$ cat src/rtl/ff_arb_pkg.sv
// ----------------------------------------------------------------------------
// ff_arb_pkg
//   Shared types and helpers for the shared-register write arbiter.
//   - arb_state_t : arbiter FSM states (IDLE, GRANT)
//   - MAX_REQ     : widest requester vector the helper function handles
//   - MAX_IDX_W   : index width matching MAX_REQ
//   - rr_pick()   : round-robin pick of one requester, returned one-hot
// ----------------------------------------------------------------------------
package ff_arb_pkg;

    localparam int MAX_REQ   = 16;
    localparam int MAX_IDX_W = 4;

    // IDLE waits for an enabled request; GRANT holds a live one-hot grant
    typedef enum logic {
        IDLE  = 1'b0,
        GRANT = 1'b1
    } arb_state_t;

    // Rotate the available requests so that ptr sits at position 0, take the
    // first set bit, then map that position back to its real requester index.
    // The three steps are folded into one scan over k = 0 .. num_req-1, where
    // position k of the rotated vector is requester (ptr + k) mod num_req.
    // Bits above num_req-1 are never selected.
    function automatic logic [MAX_REQ-1:0] rr_pick(
        input logic [MAX_REQ-1:0]   req,
        input logic [MAX_REQ-1:0]   mask,
        input logic [MAX_IDX_W-1:0] ptr,
        input int                   num_req
    );
        logic [MAX_REQ-1:0] avail;
        logic [MAX_REQ-1:0] pick;
        logic               found;
        int                 idx;
        avail = req & ~mask;
        pick  = '0;
        found = 1'b0;
        for (int k = 0; k < MAX_REQ; k++) begin
            idx = int'(ptr) + k;
            if (idx >= num_req) begin
                idx = idx - num_req;
            end
            if ((k < num_req) && !found && avail[idx[MAX_IDX_W-1:0]]) begin
                pick[idx[MAX_IDX_W-1:0]] = 1'b1;
                found = 1'b1;
            end
        end
        return pick;
    endfunction

endpackage

$ cat src/rtl/rr_priority_pick.sv
// ----------------------------------------------------------------------------
// rr_priority_pick
//   Combinational round-robin selector: rotate by ptr, priority-encode,
//   unrotate. Masked requesters are never chosen.
//   Ports:
//     req    in  NUM_REQ  raw requests
//     mask   in  NUM_REQ  requesters excluded from this pick
//     ptr    in  IDX_W    requester with highest priority this pick
//     onehot out NUM_REQ  one-hot winner (all zero when nothing is eligible)
//     index  out IDX_W    binary index of the winner (0 when none)
//     found  out 1        a winner exists
// ----------------------------------------------------------------------------
module rr_priority_pick
    import ff_arb_pkg::*;
#(
    parameter int NUM_REQ = 4,
    parameter int IDX_W   = 2
) (
    input  logic [NUM_REQ-1:0] req,
    input  logic [NUM_REQ-1:0] mask,
    input  logic [IDX_W-1:0]   ptr,
    output logic [NUM_REQ-1:0] onehot,
    output logic [IDX_W-1:0]   index,
    output logic               found
);

    logic [MAX_REQ-1:0] req_ext;
    logic [MAX_REQ-1:0] mask_ext;
    logic [MAX_REQ-1:0] pick_ext;

    // Widen to the helper's fixed width; the upper bits are zero so the
    // helper can never pick them.
    assign req_ext  = MAX_REQ'(req);
    assign mask_ext = MAX_REQ'(mask);
    assign pick_ext = rr_pick(req_ext, mask_ext, MAX_IDX_W'(ptr), NUM_REQ);

    assign onehot = pick_ext[NUM_REQ-1:0];
    assign found  = |pick_ext;

    // One-hot to binary conversion of the winner
    always_comb begin
        index = '0;
        for (int i = 0; i < NUM_REQ; i++) begin
            if (onehot[i]) begin
                index = IDX_W'(i);
            end
        end
    end

endmodule

$ cat src/rtl/ff_write_arbiter.sv
// ----------------------------------------------------------------------------
// ff_write_arbiter
//   Round-robin arbiter sharing one clock-enabled DATA_W-bit register among
//   NUM_REQ requesters. A winner gets a registered one-hot grant for a single
//   cycle; the register loads that requester's data at the end of the cycle.
//   Ports:
//     CK       in  1               clock, rising edge
//     SR       in  1               synchronous active-high reset
//     en       in  1               global enable, 0 blocks new grants
//     req      in  NUM_REQ         request per requester
//     req_data in  NUM_REQ*DATA_W  flat data, requester i at [i*DATA_W +: DATA_W]
//     gnt      out NUM_REQ         registered one-hot grant, one-cycle pulse
//     Q        out DATA_W          shared register
//     wr_valid out 1               Q was loaded at the last edge
//     wr_id    out $clog2(NUM_REQ) requester whose data is in Q
// ----------------------------------------------------------------------------
module ff_write_arbiter
    import ff_arb_pkg::*;
#(
    parameter int NUM_REQ = 4,
    parameter int DATA_W  = 8
) (
    input  logic                       CK,
    input  logic                       SR,
    input  logic                       en,
    input  logic [NUM_REQ-1:0]         req,
    input  logic [NUM_REQ*DATA_W-1:0]  req_data,
    output logic [NUM_REQ-1:0]         gnt,
    output logic [DATA_W-1:0]          Q,
    output logic                       wr_valid,
    output logic [$clog2(NUM_REQ)-1:0] wr_id
);

    localparam int IDX_W = $clog2(NUM_REQ);

    arb_state_t         state;
    arb_state_t         next_state;
    logic [IDX_W-1:0]   ptr;
    logic [IDX_W-1:0]   next_ptr;
    logic [IDX_W-1:0]   gnt_id;
    logic [IDX_W-1:0]   next_gnt_id;
    logic [NUM_REQ-1:0] next_gnt;
    logic [NUM_REQ-1:0] pick_mask;
    logic [NUM_REQ-1:0] pick_onehot;
    logic [IDX_W-1:0]   pick_index;
    logic               pick_found;
    logic [DATA_W-1:0]  sel_data;

    // The live grantee is excluded from the next pick, so nobody is granted
    // in two consecutive cycles even while its req is still high.
    assign pick_mask = (state == GRANT) ? gnt : '0;

    rr_priority_pick #(
        .NUM_REQ (NUM_REQ),
        .IDX_W   (IDX_W)
    ) u_pick (
        .req    (req),
        .mask   (pick_mask),
        .ptr    (ptr),
        .onehot (pick_onehot),
        .index  (pick_index),
        .found  (pick_found)
    );

    // Next-state logic: a new grant needs both an eligible winner and en.
    // On a grant the pointer moves just past the winner.
    always_comb begin
        next_state  = IDLE;
        next_gnt    = '0;
        next_gnt_id = gnt_id;
        next_ptr    = ptr;
        case (state)
            IDLE: begin
                if (en && pick_found) begin
                    next_state  = GRANT;
                    next_gnt    = pick_onehot;
                    next_gnt_id = pick_index;
                    next_ptr    = (pick_index == IDX_W'(NUM_REQ - 1)) ? '0 : pick_index + 1'b1;
                end
            end
            GRANT: begin
                if (en && pick_found) begin
                    next_state  = GRANT;
                    next_gnt    = pick_onehot;
                    next_gnt_id = pick_index;
                    next_ptr    = (pick_index == IDX_W'(NUM_REQ - 1)) ? '0 : pick_index + 1'b1;
                end
            end
            default: begin
                next_state = IDLE;
            end
        endcase
    end

    // State, pointer and grant registers
    always_ff @(posedge CK) begin
        if (SR) begin
            state  <= IDLE;
            ptr    <= '0;
            gnt    <= '0;
            gnt_id <= '0;
        end else begin
            state  <= next_state;
            ptr    <= next_ptr;
            gnt    <= next_gnt;
            gnt_id <= next_gnt_id;
        end
    end

    // Data of the current grantee; other requesters' data is never looked at
    always_comb begin
        sel_data = '0;
        for (int i = 0; i < NUM_REQ; i++) begin
            if (gnt[i]) begin
                sel_data = req_data[i*DATA_W +: DATA_W];
            end
        end
    end

    // Shared register with CE = |gnt. A grant still completes its write when
    // en drops; reset during a grant cycle discards the write.
    always_ff @(posedge CK) begin
        if (SR) begin
            Q        <= '0;
            wr_id    <= '0;
            wr_valid <= 1'b0;
        end else if (|gnt) begin
            Q        <= sel_data;
            wr_id    <= gnt_id;
            wr_valid <= 1'b1;
        end else begin
            wr_valid <= 1'b0;
        end
    end

endmodule

$ cat config.mk
export PLATFORM = sky130hd
export DESIGN_NAME = ff_write_arbiter
export DESIGN_NICKNAME = d
export VERILOG_FILES = /design/src/rtl/ff_arb_pkg.sv /design/src/rtl/rr_priority_pick.sv /design/src/rtl/ff_write_arbiter.sv
export SDC_FILE = /design/constraint.sdc
export NUM_CORES = 1
export LEC_CHECK = 0
export ABC_AREA = 0
export BUFFER_PORTS_ARGS = -buffer_cell sky130_fd_sc_hd__buf_2
export CAP_MARGIN = 20
export CORE_ASPECT_RATIO = 2
export CORE_MARGIN = 3
export CORE_UTILIZATION = 52
export CTS_BUF_LIST = sky130_fd_sc_hd__clkbuf_4 sky130_fd_sc_hd__clkbuf_8 sky130_fd_sc_hd__clkbuf_16
export CTS_CLUSTER_SIZE = 16
export DETAILED_ROUTE_END_ITERATION = 12
export PLACE_DENSITY_LB_ADDON = 0.1
export SYNTH_ARGS = -nofsm -noshare
export SYNTH_HDL_FRONTEND = slang
export SYNTH_SLANG_ARGS = --single-unit
$ cat constraint.sdc
create_clock -name CK -period 7.2 [get_ports CK]
set_clock_uncertainty 0.1 [all_clocks]
set_input_delay 1.08 -clock CK [delete_from_list [all_inputs] [get_ports CK]]
set_output_delay 1.08 -clock CK [all_outputs]
set_load 0.005 [all_outputs]
### Word-level counts from Yosys, hierarchy flattened

Cells that the tools add are included.

| storage, ports and cells | value |
|---|---|
| input port bits | 39 |
| flip-flop bits (word level) | 20 |
| word-level logic and storage cells | 88 |

| operators by class | value |
|---|---|
| order comparisons | 12 |
| add/subtract/negate cells | 8 |
| bitwise operators | 6 |
| equal/unequal tests | 1 |
| muxes and demuxes | 40 |
| reduce and logical (&&, ||, !) cells | 14 |

Operators with widths:

| kind | number |
|---|---|
| $ge 32x4->1 const B | 3 |
| $mux 16 | 4 |
| $or 16x16->16 | 3 |
| $mux 8 | 4 |
| $lt 4x5->1 const B | 4 |
| $mux 4 | 5 |
| $and 4x16->16 | 1 |
| $bmux 1 s4 | 4 |
| $demux 1 s4 | 4 |
| $ge 4x1->1 const B | 4 |
| $not 4->16 | 1 |
| $reduce_or 16->1 | 1 |
| $mux 1 | 14 |
| $sub 4x4->4 const B | 3 |
| $mux 2 | 5 |
| $logic_and 1x1->1 | 8 |
| $add 2x2->3 const B | 2 |
| $reduce_or 4->1 | 1 |
| $sub 2x3->4 const B | 1 |
| $add 2x1->3 const B | 1 |
| $ge 2x3->1 const B | 1 |
| $logic_not 1->1 | 3 |
| $add 2x1->2 const B | 1 |
| $eq 2x2->1 const B | 1 |
| other kinds (2) | 2 |

### Logic depth before layout (Yosys ltp)

| depth | value |
|---|---|
| depth after elaboration | 21 |
| gate-level depth with buffers | 9 |
| mapped depth without buffers | 8 |

### By module

From an unflattened synthesis, not the netlist that was laid out.

| unflattened totals | value |
|---|---|
| cell total of the unflattened synthesis | 162 |
| area total of the unflattened synthesis | 1457.6 sq um |

By module, submodules not included:

| module | area each (sq um) | cells an instance | times used |
|---|---|---|---|
| ff_write_arbiter | 970.9 | 109 | 1 |
| rr_priority_pick | 486.7 | 53 | 1 |

### Least setup slack after synthesis

OpenSTA, ideal clock, no wires.

| path | value |
|---|---|
| path type | input to register |
| from | input req[0] |
| to | register gnt[0] |
| stages | 7 |
| arrival | 2.684 ns |
| setup slack | 4.287 ns |
| buffers on the path | 0 |
| cells stage by stage | a21boi_1 -> mux2_2 -> o211a_1 -> o211a_4 -> a221o_1 -> nor4_2 -> a211oi_1 |

| on the way | value |
|---|---|
| longest elaborated chain between the ends | 17 |
| elaborated cells between the ends (all ways) | 29 |
| classes of those cells | mux: 15; bitwise: 5; reduce/logical: 9 |

Ends and longest elaborated chain:

| item | line | source |
|---|---|---|
| start: declaration | ff_write_arbiter.sv:26 | `input logic [NUM_REQ-1:0] req,` |
| $and 4x16->16 * | ff_arb_pkg.sv:35 | `avail = req & ~mask;` |
| $bmux 1 s4 | ff_arb_pkg.sv:43 | `if ((k < num_req) && !found && avail[idx[MAX_IDX_W-1:0]]) begin` |
| $mux 1 (implied by the code) | ff_arb_pkg.sv:43 |  |
| $mux 1 | ff_arb_pkg.sv:43 |  |
| $logic_not 1->1 | ff_arb_pkg.sv:43 |  |
| $logic_and 1x1->1 | ff_arb_pkg.sv:43 |  |
| $mux 1 | ff_arb_pkg.sv:43 |  |
| $logic_not 1->1 | ff_arb_pkg.sv:43 |  |
| $logic_and 1x1->1 | ff_arb_pkg.sv:43 |  |
| $mux 1 | ff_arb_pkg.sv:43 |  |
| $logic_not 1->1 | ff_arb_pkg.sv:43 |  |
| $logic_and 1x1->1 | ff_arb_pkg.sv:43 |  |
| $mux 16 * | ff_arb_pkg.sv:43 |  |
| $reduce_or 16->1 | rr_priority_pick.sv:38 | `assign found = \|pick_ext;` |
| $logic_and 1x1->1 | ff_write_arbiter.sv:74, ff_write_arbiter.sv:82 |  |
| $not 1->1 (no line) | -- |  |
| $reduce_or 2->1 (no line) | -- |  |
| end signal: assignment | ff_write_arbiter.sv:105 | `gnt <= next_gnt;` |
| end: declaration | ff_write_arbiter.sv:28 | `output logic [NUM_REQ-1:0] gnt,` |

Mark *: on every way between the ends. The rest lies on a longest branch, timed or not. The select of a mux whose other input is x is not followed.
A chain may end at the register's enable or synchronous reset.

### Worst setup path in the final report

| path | value |
|---|---|
| from | input req[1] |
| to | register gnt[0] |

The elaborated chain is that of the path after synthesis.

==> impl_metrics.csv <==
group,metric,value,unit
hold_path,hold_end,"wr_id[1]$_SDFFE_PP0P_",
routing,postRouteWirelength,3707,um
setup_path,cp-start-kind,"input pin",
placed_design,dp.cells,228,
floorplanning,die_h,78.13,um
placed_design,io_buffers,53,
setup_path,slowest_stage,"a221o_1",
sta,hold_viol,0,
yosys,ys_seq_elements,20,
sta,rsz0062_at_grt,"false",
routing,drc,0,
routing,dr_total_vias,1400,
hold_path,hold_start,"wr_id[1]$_SDFFE_PP0P_",
final_layout,post_layout_nonfiller_instances,232,
yosys,synth_nets,203,
sta,slew_headroom,0.3199,
setup_path,r2r_end,"gnt[0]$_SDFF_PP0_",
yosys,synthCells,156,
final_layout,area_growth,23.31,%
global_routing,grt_antenna_before_repair,0,
yosys,synth_area,1353,sq um
setup_path,r2r_slack,4.36,ns
setup_path,critical_path.cell_chain,"buf_2, a21boi_1, mux2_2, o211a_1, o211a_4, a221o_1, nor4_2, a211oi_1",
placed_design,place_ws,4.001,ns
sta,setup_violations,0,
yosys,ys_seq_area_frac,0.2960,
power,internal-power,320.7,uW
clocking,clk_pin_slew,0.07,ns
clocking,cts_resized,0,
setup_path,crit_fanout,7,
power,pwr-share-clk,0.149,
hold_path,min_path_type,"reg -> reg",
clocking,htree_num_levels,1,
job,drv_cap,0,
clocking,clockRootBuffer,"clkbuf_8",
run_status,status,"finished clean",
setup_path,r2r_cells,7,
routing,dr.pass1.iters,5,
clocking,post_cts_buffers,0,
global_routing,grt-ovfl-total,0,
floorplanning,rows,25,
floorplanning,die_area,3286,sq um
power,switching_share,0.4147,
sta,drv_slew,0,
power,p_per_area,328.5,nW/um^2
placed_design,place.gp.congestion,0.8813,
setup_path,endpoint_kind,"register",
routing,drt_iter0_markers,27,
routing,ant_nets,0,
global_routing,grt_max_degree,20,
routing,via_per_inst,6.034,
power,peakVddDrop,0.1889,mV
setup_path,critical_path_class,"in -> reg",
clocking,tritoncts,"built",
floorplanning,dieWidth,42.06,um
sta,timing.final.crit_share,0.4101,
final_layout,n_antenna_cell,0,
clocking,clkLatencyLatePin,0.25,ns
yosys,netlist-cell-type-count,36,
sta,finalSetupTns,0,ns
setup_path,r2r-start,"ptr[0]$_SDFFE_PP0P_",
hold_path,hold_depth,2,
final_layout,n_fill_cell,216,
sta,period_minus_slack,2.953,ns
clocking,cts_hold_buf,0,
yosys,ys_warn_count,0,
global_routing,grt_usage,0.2365,
power,power_frac_seq,0.331,
floorplanning,start_util,0.5616,
power,power.total,548.0,uW
global_routing,grt_pass1_wl,5996,um
final_layout,nNetsFinal,253,
floorplanning,core-area,2409,sq um
final_layout,final_layout_size_suffix_gt1_frac,0.3415,
sta,clock.fmax,0.3386,GHz
clocking,cts_made_buffers,3,
setup_path,crit_required,7.22,ns
floorplanning,ios,54,
setup_path,cp.arrival,2.98,ns
clocking,clkSinkCount,20,
placed_design,hpwl,2979,um
global_routing,grt_pass1_vias,1449,
setup_path,cp_slowest_stage_delay,0.44,ns
sta,worst_slack,4.247,ns
yosys,syn_avg_cell_area,8.670,sq um
clocking,cts.path.max_buffers,2,
power,power_frac_comb,0.519,
sta,worstMarginPinSlew,1.012,ns
power,p_switching,227.2,uW
power,leakagePower,0.0007896,uW
routing,wire_per_inst,15.98,um
-- Yosys cell counts --
cell type / count / share of area
inv_1: 1 / 0.0028
a221o_1: 3 / 0.022
mux2_2: 2 / 0.017
a22oi_1: 8 / 0.044
o211a_4: 1 / 0.013
o21ai_0: 2 / 0.0074
a21boi_2: 2 / 0.017
ha_1: 8 / 0.074
a211o_1: 2 / 0.013
nand3_1: 4 / 0.015
o31ai_1: 1 / 0.0056
or3_4: 1 / 0.0083
o21ai_1: 4 / 0.015
buf_6: 2 / 0.017
a21oi_1: 13 / 0.048
mux2i_1: 4 / 0.030
a221oi_2: 1 / 0.011
a211oi_1: 3 / 0.017
dfxtp_1: 20 / 0.30
nor4_1: 1 / 0.0046
nand2b_1: 3 / 0.014
a22oi_4: 1 / 0.016
a21o_1: 2 / 0.011
o21a_1: 1 / 0.0056
o211a_1: 1 / 0.0074
inv_2: 1 / 0.0028
o2bb2ai_1: 1 / 0.0065
nor2b_1: 5 / 0.023
nor4_2: 1 / 0.0092
a221oi_1: 9 / 0.058
clkbuf_1: 6 / 0.017
nand2_1: 7 / 0.019
a21boi_1: 2 / 0.011
nor2_1: 30 / 0.083
a41oi_1: 1 / 0.0065
mux4_2: 2 / 0.033
-- worst max-delay path: cells and delay by family --
family                 cells  cell delay [ns]
AND/OR/NAND/NOR            1             0.36
multiplexers               1             0.32
AO/OA/AOI/OAI              5             1.12
buffers and inverters      1             0.09
-- logic make-up (layout without fill, tap and decap cells) --
kind of cell	Yosys count	after routing	synth area share
adder cells (fa/ha/maj)	8	8	0.07401
multiplexers	8	8	0.07955
flip-flops	20	20	0.2960
AND/OR/NAND/NOR	52	52	0.1767
buffers and inverters	10	59	0.03885
AO/OA/AOI/OAI	58	58	0.3349
-- per-layer routing --
layer	wire, um	global-route usage	vias to the layer above
met1	1171	0.1882	631
met4	174	0.1620	0
li1	-	-	688
met5	0	0	-
met3	237	0.05963	17
met2	2124	0.4658	64
-- power groups by stage --
stage          combinational, uW  sequential [uW]  clock [uW]
3_3_place_gp                 275              181           0
6_report                     285              181        81.9
3_5_place_dp                 284              184           0
5_1_grt                      317              187        89.4
2_1_floorplan                219              168           0
4_1_cts                      285              181        85.3
-- sequential cells by signal, summed over array words and instances, names as in the netlist --
register	count
wr_valid	1
ptr	2
gnt	4
state	1
Q	8
gnt_id	2
wr_id	2
-- per-stage QoR --
step / hold WS [ns] / utilization / instance area, sq um
3_3_place_gp: 0.3704 / 0.6696 / 1613
5_1_grt: 0.4580 / 0.6925 / 1668
2_1_floorplan: 0.3520 / - / 1353
6_report: 0.3935 / 0.6925 / 1668
3_5_place_dp: 0.3804 / 0.6696 / 1613
4_1_cts: 0.3976 / 0.6925 / 1668
-- final cells by class --
type	count	area, sq um	area share
multi-input cells	126	905.9	0.5431
clock buffers	4	55.05	0.03301
flip-flops and latches	20	400.4	0.2401
well taps	27	33.78	0.02026
inverters	2	7.507	0.004501
repair buffers	53	265.3	0.1590
-- layout by cell type (no fill, tap or decap), types with 5 or more instances in the layout --
cell      synthesis  final
buf_2             0     53
nor2_1           30     30
dfxtp_1          20     20
a21oi_1          13     13
a221oi_1          9      9
a22oi_1           8      8
ha_1              8      8
nand2_1           7      7
nor2b_1           5      5
-- how the worst max path moves through the flow --
| stage | start | to | slack [ns] | cells after the start |
|---|---|---|---|---|
| after global routing | req[1] | gnt[0]$_SDFF_PP0_ | 4.19 | 8 |
| after floorplan | req[0] | gnt[0]$_SDFF_PP0_ | 4.29 | 7 |
| final | req[1] | gnt[0]$_SDFF_PP0_ | 4.25 | 8 |
| after CTS | req[1] | gnt[0]$_SDFF_PP0_ | 4.28 | 8 |
| after detailed placement | req[1] | gnt[0]$_SDFF_PP0_ | 4.00 | 8 |
| after global placement | req[1] | gnt[0]$_SDFF_PP0_ | 4.13 | 8 |
Power figures use the tool's default switching activity.
